## src/rtl/jt6295_pkg.sv

```systemverilog
// rtl/jt6295_pkg.sv - shared types and constants for the jt6295 command sequencer
package jt6295_pkg;

  typedef enum logic [1:0] {
    ST_IDLE  = 2'd0,
    ST_ARMED = 2'd1,
    ST_FETCH = 2'd2,
    ST_ISSUE = 2'd3
  } state_t;

  // Phrase table layout: one 8-byte slot per phrase, 6 bytes used
  localparam int HDR_STRIDE = 8;
  localparam int HDR_BYTES  = 6;

  // CPU command byte fields
  localparam int CMD_PHRASE = 7;
  localparam int STOP_MSB   = 6;
  localparam int STOP_LSB   = 3;

  // ROM byte address of a phrase header; wraps modulo 2^18
  function automatic logic [17:0] hdr_base_addr(input logic [17:0] base, input logic [6:0] phrase);
    return base + (18'(phrase) << $clog2(HDR_STRIDE));
  endfunction

endpackage

```

## src/rtl/jt6295_cmd_seq_if.sv

```systemverilog
// rtl/jt6295_cmd_seq_if.sv - CPU write port and header ROM port of the command sequencer
interface jt6295_cmd_seq_if;
  logic        cpu_we;
  logic [7:0]  cpu_din;
  logic        cmd_busy;
  logic        rom_cs;
  logic [17:0] rom_addr;
  logic [7:0]  rom_data;
  logic        rom_ok;

  // CPU and ROM side
  modport master (
    output cpu_we, cpu_din, rom_data, rom_ok,
    input  cmd_busy, rom_cs, rom_addr
  );

  // Sequencer side
  modport slave (
    input  cpu_we, cpu_din, rom_data, rom_ok,
    output cmd_busy, rom_cs, rom_addr
  );
endinterface

```

## src/rtl/jt6295_hdr_fetch.sv

```systemverilog
// rtl/jt6295_hdr_fetch.sv - reads the 6-byte phrase header from ROM and assembles start/stop addresses
module jt6295_hdr_fetch
  import jt6295_pkg::*;
(
  input  logic        clk,
  input  logic        rst_n,
  input  logic        go,
  input  logic [17:0] base,
  output logic        rom_cs,
  output logic [17:0] rom_addr,
  input  logic [7:0]  rom_data,
  input  logic        rom_ok,
  output logic [17:0] start_addr,
  output logic [17:0] stop_addr,
  output logic        done
);

  logic [2:0]  k;
  logic        skip;     // rom_ok is stale in the first cycle after rom_addr moves
  logic [17:0] start_sr; // bytes 0..2, MSB first; bits above 17 fall off
  logic [9:0]  stop_sr;  // bytes 3..4; byte 5 joins directly on the last transfer

  assign rom_addr = base + 18'(k);

  // Byte counter, ROM handshake and address assembly; outputs update only on completion
  always_ff @(posedge clk or negedge rst_n) begin
    if (!rst_n) begin
      rom_cs     <= 1'b0;
      k          <= 3'd0;
      skip       <= 1'b0;
      start_sr   <= 18'd0;
      stop_sr    <= 10'd0;
      start_addr <= 18'd0;
      stop_addr  <= 18'd0;
      done       <= 1'b0;
    end else begin
      done <= 1'b0;
      if (go) begin
        rom_cs <= 1'b1;
        k      <= 3'd0;
        skip   <= 1'b1;
      end else if (rom_cs) begin
        if (skip) begin
          skip <= 1'b0;
        end else if (rom_ok) begin
          if (k < 3'(HDR_BYTES / 2)) begin
            start_sr <= {start_sr[9:0], rom_data};
          end else begin
            stop_sr <= {stop_sr[1:0], rom_data};
          end
          if (k == 3'(HDR_BYTES - 1)) begin
            rom_cs     <= 1'b0;
            done       <= 1'b1;
            start_addr <= start_sr;
            stop_addr  <= {stop_sr, rom_data};
          end else begin
            k    <= k + 3'd1;
            skip <= 1'b1;
          end
        end
      end
    end
  end

endmodule

```

## src/rtl/jt6295_cmd_seq.sv

```systemverilog
// rtl/jt6295_cmd_seq.sv - MSM6295-style command decode, header fetch and slot-aligned issue; option JT6295_PHRASE_CHECK_EN
module jt6295_cmd_seq
  import jt6295_pkg::*;
#(
  parameter logic [17:0] HDR_BASE = 18'h0
) (
  input  logic            clk,
  input  logic            rst_n,
  input  logic            cen4,
  input  logic            zero,
  input  logic [3:0]      busy,
  jt6295_cmd_seq_if.slave bus,
  output logic [17:0]     start_addr,
  output logic [17:0]     stop_addr,
  output logic [3:0]      att,
  output logic [3:0]      start,
  output logic [3:0]      stop
);

  state_t     state, state_nx;
  logic [6:0] phrase;
  logic [3:0] mask;
  logic [3:0] att_r;
  logic [3:0] start_r;
  logic [3:0] stop_r;
  logic [3:0] stop_wr;
  logic       slot;
  logic       fetch_go;
  logic       done;
  logic       bad_hdr;

  // The engine captures requests on the channel-0 slot edge
  assign slot = cen4 & zero;

  // Stop bytes are accepted in every state except ARMED, where the byte is the channel mask
  assign stop_wr = (bus.cpu_we && !bus.cpu_din[CMD_PHRASE] && state != ST_ARMED)
                   ? bus.cpu_din[STOP_MSB:STOP_LSB] : 4'd0;

`ifdef JT6295_PHRASE_CHECK_EN
  logic bad_phrase;

  assign bad_hdr = (stop_addr <= start_addr);

  // Sticky record of a rejected header
  always_ff @(posedge clk or negedge rst_n) begin
    if (!rst_n) begin
      bad_phrase <= 1'b0;
    end else if (done && bad_hdr) begin
      bad_phrase <= 1'b1;
    end
  end
`else
  assign bad_hdr = 1'b0;
`endif

  jt6295_hdr_fetch u_fetch (
    .clk        (clk),
    .rst_n      (rst_n),
    .go         (fetch_go),
    .base       (hdr_base_addr(HDR_BASE, phrase)),
    .rom_cs     (bus.rom_cs),
    .rom_addr   (bus.rom_addr),
    .rom_data   (bus.rom_data),
    .rom_ok     (bus.rom_ok),
    .start_addr (start_addr),
    .stop_addr  (stop_addr),
    .done       (done)
  );

  // State register
  always_ff @(posedge clk or negedge rst_n) begin
    if (!rst_n) begin
      state <= ST_IDLE;
    end else begin
      state <= state_nx;
    end
  end

  // Next-state decode
  always_comb begin
    state_nx = state;
    case (state)
      ST_IDLE:  if (bus.cpu_we && bus.cpu_din[CMD_PHRASE]) state_nx = ST_ARMED;
      ST_ARMED: if (bus.cpu_we) state_nx = (bus.cpu_din[7:4] != 4'd0) ? ST_FETCH : ST_IDLE;
      ST_FETCH: if (done) state_nx = ST_ISSUE;
      ST_ISSUE: if (slot || bad_hdr) state_nx = ST_IDLE;
      default:  state_nx = ST_IDLE;
    endcase
  end

  // FSM outputs
  always_comb begin
    bus.cmd_busy = (state == ST_FETCH) || (state == ST_ISSUE);
    fetch_go     = (state == ST_ARMED) && bus.cpu_we && (bus.cpu_din[7:4] != 4'd0);
  end

  // Command registers and pending start/stop masks
  always_ff @(posedge clk or negedge rst_n) begin
    if (!rst_n) begin
      phrase  <= 7'd0;
      mask    <= 4'd0;
      att_r   <= 4'd0;
      att     <= 4'd0;
      start_r <= 4'd0;
      stop_r  <= 4'd0;
    end else begin
      if (state == ST_IDLE && bus.cpu_we && bus.cpu_din[CMD_PHRASE]) begin
        phrase <= bus.cpu_din[6:0];
      end
      if (state == ST_ARMED && bus.cpu_we) begin
        mask  <= bus.cpu_din[7:4];
        att_r <= bus.cpu_din[3:0];
      end
      // busy is sampled as the FSM enters ISSUE; a bad header never asks for a start
      if (state == ST_FETCH && done) begin
        start_r <= bad_hdr ? 4'd0 : (mask & ~busy);
        att     <= att_r;
      end else if (slot) begin
        start_r <= 4'd0;
      end
      // A stop written on the capture edge survives for the following slot
      stop_r <= slot ? stop_wr : (stop_r | stop_wr);
    end
  end

  // Stop wins over start for the same channel in the same slot
  assign start = start_r & ~stop_r;
  assign stop  = stop_r;

endmodule

```

## src/flat_wrapper.sv

```systemverilog
// flat-port wrapper written by rule: the top's interface ports become plain ports
module jt6295_cmd_seq_flat import jt6295_pkg::*;
#(
  parameter logic [17:0] HDR_BASE = 18'h0
)
  (clk, rst_n, cen4, zero, busy, start_addr, stop_addr, att, start, stop, bus_cpu_we, bus_cpu_din, bus_rom_data, bus_rom_ok, bus_cmd_busy, bus_rom_cs, bus_rom_addr);
  jt6295_cmd_seq_if bus_i ();
  input  logic clk;
  input  logic rst_n;
  input  logic cen4;
  input  logic zero;
  input  logic [3:0] busy;
  output logic [17:0] start_addr;
  output logic [17:0] stop_addr;
  output logic [3:0] att;
  output logic [3:0] start;
  output logic [3:0] stop;
  input wire logic [$bits(bus_i.cpu_we)-1:0] bus_cpu_we;
  input wire logic [$bits(bus_i.cpu_din)-1:0] bus_cpu_din;
  input wire logic [$bits(bus_i.rom_data)-1:0] bus_rom_data;
  input wire logic [$bits(bus_i.rom_ok)-1:0] bus_rom_ok;
  output wire logic [$bits(bus_i.cmd_busy)-1:0] bus_cmd_busy;
  output wire logic [$bits(bus_i.rom_cs)-1:0] bus_rom_cs;
  output wire logic [$bits(bus_i.rom_addr)-1:0] bus_rom_addr;
  assign bus_i.cpu_we = bus_cpu_we;
  assign bus_i.cpu_din = bus_cpu_din;
  assign bus_i.rom_data = bus_rom_data;
  assign bus_i.rom_ok = bus_rom_ok;
  assign bus_cmd_busy = bus_i.cmd_busy;
  assign bus_rom_cs = bus_i.rom_cs;
  assign bus_rom_addr = bus_i.rom_addr;
  jt6295_cmd_seq #(.HDR_BASE(HDR_BASE)) u_core (.clk(clk), .rst_n(rst_n), .cen4(cen4), .zero(zero), .busy(busy), .bus(bus_i), .start_addr(start_addr), .stop_addr(stop_addr), .att(att), .start(start), .stop(stop));
endmodule
```

## config.mk

```make
export PLATFORM = sky130hd
export DESIGN_NAME = jt6295_cmd_seq_flat
export DESIGN_NICKNAME = d
export VERILOG_FILES = /design/src/rtl/jt6295_pkg.sv /design/src/rtl/jt6295_cmd_seq_if.sv /design/src/rtl/jt6295_hdr_fetch.sv /design/src/rtl/jt6295_cmd_seq.sv /design/src/flat_wrapper.sv
export SDC_FILE = /design/constraint.sdc
export NUM_CORES = 1
export LEC_CHECK = 0
export CORE_MARGIN = 2
export CORE_UTILIZATION = 46
export DETAILED_ROUTE_END_ITERATION = 10
export PLACE_DENSITY_LB_ADDON = 0.08
export SYNTH_ARGS = -nofsm -noshare
export SYNTH_HDL_FRONTEND = slang
export SYNTH_HIERARCHICAL = 1
export SYNTH_SLANG_ARGS = --single-unit
```

## constraint.sdc

```tcl
create_clock -name clk -period 2.3 [get_ports clk]
set_input_delay 0.46 -clock clk [delete_from_list [all_inputs] [get_ports clk]]
set_output_delay 0.46 -clock clk [all_outputs]
set_load 0.05 [all_outputs]
```

; ---- Word-level counts from Yosys, hierarchy flattened
; Index checks and enable logic that the tools add are counted.
[word_totals]
ff_bits = 99
inputBits = 26
[op_classes]
muxes = 29
bitwise = 9
addsub = 2
order_cmp = 1
n_eq_ne = 11
reduce_logical = 20
[ops]
columns = cell, n
row1 = $mux 4, 4
row2 = $mux 3, 5
row3 = $reduce_and 5->1, 3
row4 = $mux 1, 14
row5 = $add 10x3->11, 1
row6 = $mux 2, 5
row7 = $ne 2x1->1 const B, 5
row8 = $and 4x4->4, 2
row9 = $logic_and 1x1->1, 8
row10 = $not 4->4, 2
row11 = $pmux 2 s4, 1
row12 = $reduce_and 4->1, 2
row13 = $reduce_bool 2->1, 3
row14 = $eq 2x2->1 const B, 2
row15 = $ne 2x2->1 const B, 2
row16 = $or 4x4->4, 1
row17 = $reduce_bool 4->1, 1
row18 = $add 3x1->3 const B, 1
row19 = $eq 3x3->1 const B, 1
row20 = $lt 3x2->1 const B, 1
row21 = $not 1->1, 3
row22 = $eq 2x1->1 const B, 1
row23 = $logic_not 2->1, 1
row24 = $and 1x1->1, 1
row25 = 2 further kinds, 2

; ---- Logic depth before layout (Yosys ltp)
[logic_depth]
word_depth = 6
depth_mapped = 9
depth_no_buf = 7

; ---- Cells and area by module
; Netlist, hierarchy kept.
[modules_own_cells]
columns = module, seq_area_each_um2, cells_each, n_inst, area_per_inst_um2
row1 = jt6295_hdr_fetch, 1751.7, 216, 1, 3066.7
row2 = jt6295_cmd_seq, 725.7, 86, 1, 1321.3

; ---- Worst setup path before layout
; Ideal clock, no wire load.
[synth_path]
kind = input-to-reg
from = in bus_cpu_din[5]
to = reg u_core.u_fetch.stop_addr[0]
path_slack_ps = 216
stages = 6
arrival_ps = 1959
t_required_ps = 2175
setup_time_ps = 125
path_cell_list = nor4_1 > nor2_1 > buf_2 > nor3_4 > buf_6 > mux2_2
[synth_between]
elab_chain_cells = 4
[synth_rtl]
columns = element, line
row1 = "start, declared", flat_wrapper.sv:19  ; input wire logic [$bits(bus_i.cpu_din)-1:0] bus_cpu_din;
row2 = $reduce_bool 4->1, jt6295_cmd_seq.sv:94  ; fetch_go = (state == ST_ARMED) && bus.cpu_we && (bus.cpu_din[7:4] != 4'd0);
row3 = $logic_and 1x1->1, jt6295_cmd_seq.sv:94
row4 = net u_core.fetch_go, jt6295_cmd_seq.sv:28  ; logic fetch_go;
row5 = $not 1->1 (no source line), n/a
row6 = $reduce_and 5->1 (no source line), n/a
row7 = "end signal, assigned", jt6295_hdr_fetch.sv:55  ; stop_addr <= {stop_sr, rom_data};
row8 = "end, declared", jt6295_hdr_fetch.sv:14  ; output logic [17:0] stop_addr,
; The timed path passes the listed nets, and every way through them passes these cells.
; A chain may end at the register's enable or synchronous reset.

; ---- Worst setup path in the final report
[layout_path]
from = reg u_core.phrase[3]
to = out bus_rom_addr[6]
[layout_between]
elab_chain_cells = 1
[layout_rtl]
columns = element, line
row1 = "start, declared", jt6295_cmd_seq.sv:21  ; logic [6:0] phrase;
row2 = "start signal, assigned", jt6295_cmd_seq.sv:108  ; phrase <= bus.cpu_din[6:0];
row3 = $add 10x3->11, jt6295_hdr_fetch.sv:23  ; assign rom_addr = base + 18'(k);
row4 = "end, declared", flat_wrapper.sv:24  ; output wire logic [$bits(bus_i.rom_addr)-1:0] bus_rom_addr;
; Every way passes these cells.

==> metrics.md <==
| Metric | Value |
|---|---|
| Critical path endpoint category | output pin |
| Synth cell types | 38 |
| Startpoint Class | register |
| Crit path max fanout | 4 |
| Reg clk slew, reported paths | around 0.1 ns |
| Synthesized cell area | between 4000 and 5000 µm² |
| Placed cells | between 500 and 600 |
| Vias per cell | 4.94 |
| Setup bufs post-CTS | 0 |
| RSZ-0062 raised after global routing | no |
| P_leak | ~2.7 nW |
| # diodes | 0 |
| Sequential fraction of the synthesis area | 0.565 |
| Worst IR Drop VDD | 678 µV |
| HP Class | input pin to async pin |
| Routed via count | 2774 |
| Synth top area share | 0.565 |
| P per Cell Area | approximately 1400 nW/µm² |
| Clk_skew | just under 0.01 ns |
| Final non-filler cell total | ~560 |
| Crit-path max cell delay | 0.83 ns |
| P&R area growth vs syn | 31.4% |
| Pre-CTS setup slack | -0.197 ns |
| Routed Wire Length | 8490 µm |
| CP Data Arrival Time | around 1.8 ns |
| Crit-path leading delay family | buffers and inverters |
| Number of synthesized flops with an enable pin | 0 |
| Starting density of the core | 0.475 |
| CTS sink cnt | 99 |
| Final Hold Fails | 0 |
| Final WS setup | slightly above 0.08 ns |
| Top-count cell post-synth | dfrtp_1 |
| Biggest area consumer among synthesized cells | dfrtp_1 |
| Pins over their slew limit | 0 |
| DR DRC count | 0 |
| Die Ht | between 100 and 150 µm |
| Die Width | approximately 100 µm |
| Tmin final | roughly 2.2 ns |
| Synth Warn # | 6 |
| MaxCap Viol Count | 0 |
| H-tree levels | 3 |
| First-pass DRT Iterations | 4 |
| Cells after Synth | 302 |
| Setup CP Type | register to output pin |
| Max Clock Freq | between 400 and 500 MHz |
| Crit share post-route | 0.964 |
| Final Setup Violations | 0 |
| GPL Wtd Cong | 0.808 |
| DP Wirelength | ~6100 µm |
| Floorplan core area | approximately 9000 µm² |
| Layout cell share with drive strength beyond 1 | 0.275 |
| Outcome | finished, final reports clean |
| Die area | a little over 10000 µm² |
| CP Data Required Time | around 1.8 ns |
| Register area | 2480 µm² |
| TritonCTS clock tree | done |
| Largest net degree at the start of global routing | 63 |
| Clock Path Buffers | 2 |
| Starting DRC count in detailed routing | 68 |
| Global-route wire length before repair | around 14000 µm |
| Initial antenna violation count | 0 |
| Final net count | between 400 and 500 |
| GRT Total Usage | 0.178 |
| Grt total ovfl | 0 |
| Multi-input gate area | 1890 µm² |
| Syn avg cell area | approximately 15 µm² |
| Max-slew headroom | 0.599 |
| Wire per inst | 15.1 µm |
| Actual slew at the worst max-slew pin | between 0.6 and 0.7 ns |
| Rows | 35 |
| #FFs+latches synth | around 100 |
| Async SR Flop Fraction | 1.00 |
| Post-synth top cells | 99 x dfrtp_1, 63 x mux2_2, 15 x mux2_4 |
| Vias in the first global route | roughly 2800 |
| Routed Antenna Nets | 0 |
| Skew-Pair Late Insertion Delay | ~0.36 ns |
| Clk root buf | clkbuf_8 |
| Fill cells | around 780 |
| Worst Path Buf+Inv | 1 |
| Top FF cell, synth | dfrtp_1 |
| I/O pin total | 94 |
| Hold WS | 0.0644 ns |
| CP max-delay cell | clkdlybuf4s50_1 |
| Largest cells by area after synthesis | dfrtp_1 56%, mux2_2 16%, mux2_4 5.1%, xnor2_1 2.4%, mux2_1 2.3% |
| Critical-path cell list | xnor2_1 -> clkdlybuf4s50_1 |
| TritonCTS Buffers | 9 |
| Layout Utilization | 0.624 |
| Buffers added on ports | 85 |
| Overall power | 8.33 mW |
-- cell type report --
cell class | instances | share of cell area
Clock buffer | 10 | 0.0221
Tap cell | 129 | 0.0280
Sequential cell | 99 | 0.430
Timing Repair Buffer | 101 | 0.179
Inverter | 7 | 0.00456
Clock inverter | 6 | 0.00868
Multi-Input combinational cell | 210 | 0.328
-- flip-flops by register name, summed over array words and instances, names as in the netlist, named ones only --
| name | count |
|---|---|
| u_core/state | 1 |
| u_core/phrase | 7 |
| u_core/u_fetch/start_sr | 18 |
| u_core/u_fetch/stop_addr | 18 |
| u_core/stop | 4 |
| u_core/u_fetch/stop_sr | 10 |
| u_core/att_r | 4 |
| u_core/u_fetch/done | 1 |
| u_core/u_fetch/rom_cs | 1 |
| u_core/att | 4 |
| u_core/u_fetch/skip | 1 |
| u_core/start_r | 4 |
| u_core/u_fetch/k | 3 |
| u_core/u_fetch/start_addr | 18 |
| u_core/mask | 4 |
-- logic make-up after synthesis --
| family | count (synthesis) | share of synthesized area |
|---|---|---|
| xor+xnor | 18 | 0.0359 |
| mux | 87 | 0.236 |
| compound gates | 19 | 0.0339 |
| other cells | 1 | 0.000855 |
| flops | 99 | 0.565 |
| simple gates | 56 | 0.0853 |
| buf+inv | 16 | 0.0245 |
| fa+ha+maj | 6 | 0.0188 |
-- where the power goes --
group | internal, mW | total [mW] | leakage (nW) | switching [mW]
logic | 1.83 | 4.31 | 1.35 | 2.48
registers | 2.49 | 3.01 | 1.25 | 0.513
clock network | 0.405 | 1.02 | 0.0771 | 0.615
-- final timing paths --
kind,from,to,slack (ns),cells after the start
max reg2reg,u_core/state[0],u_core/u_fetch/start_sr[14],0.42,6
min reg2reg,u_core/att[2],u_core/att[2],0.50,1
min in group clk,u_core/att[2],u_core/att[2],0.50,1
max in group asynchronous,rst_n,u_core/u_fetch/stop_addr[9],1.54,2
max,u_core/phrase[3],bus_rom_addr[6],0.08,2
min,rst_n,u_core/start_r[1],0.06,1
-- cells in the final DEF, fill, tap and decap left out, types with 2 or more instances in the layout --
cell type	instances
xnor2_1	12
clkinvlp_4	4
conb_1	24
dlymetal6s2s_1	4
buf_4	14
a211o_1	2
a21oi_1	3
clkbuf_8	9
nor2_1	9
clkdlybuf4s50_1	76
mux2_4	15
nor3b_1	2
buf_12	5
nand3b_1	2
nor4_1	3
nand3b_4	2
nor3_1	2
a21boi_0	4
mux2_2	63
dfrtp_1	99
inv_1	7
ha_1	5
xor2_1	6
nand4_1	4
nand3_1	6
a32o_1	4
nand2_1	9
nor3_4	2
a21o_1	3
mux2_1	9
nor2b_1	9
dlygate4sd2_1	2
-- timing repair --
| item | 4_1_cts | 5_1_grt |
|---|---|---|
| gates resized for setup | 2 | 4 |
| hold buffers | 0 | 0 |
| cloned | 0 | 0 |
| pin swaps | 0 | 0 |
| setup endpoints to repair | 2 | 4 |
-- stage by stage --
stage          instance area [µm²]  setup TNS [ns]
3_5_place_dp                  5580           -9.09
4_1_cts                       5760               0
6_report                      5770               0
3_3_place_gp                  5580           -8.35
2_1_floorplan                 4470               0
5_1_grt                       5770               0
-- metal layers --
layer	wire, µm	vias to the layer above	track usage
li1	-	1300	-
met1	3740	1397	0.232
met2	4150	67	0.285
met3	510	10	0.0538
met4	103	0	0.0593
met5	0	-	0
No activity file was read; power rests on OpenSTA's default activity.
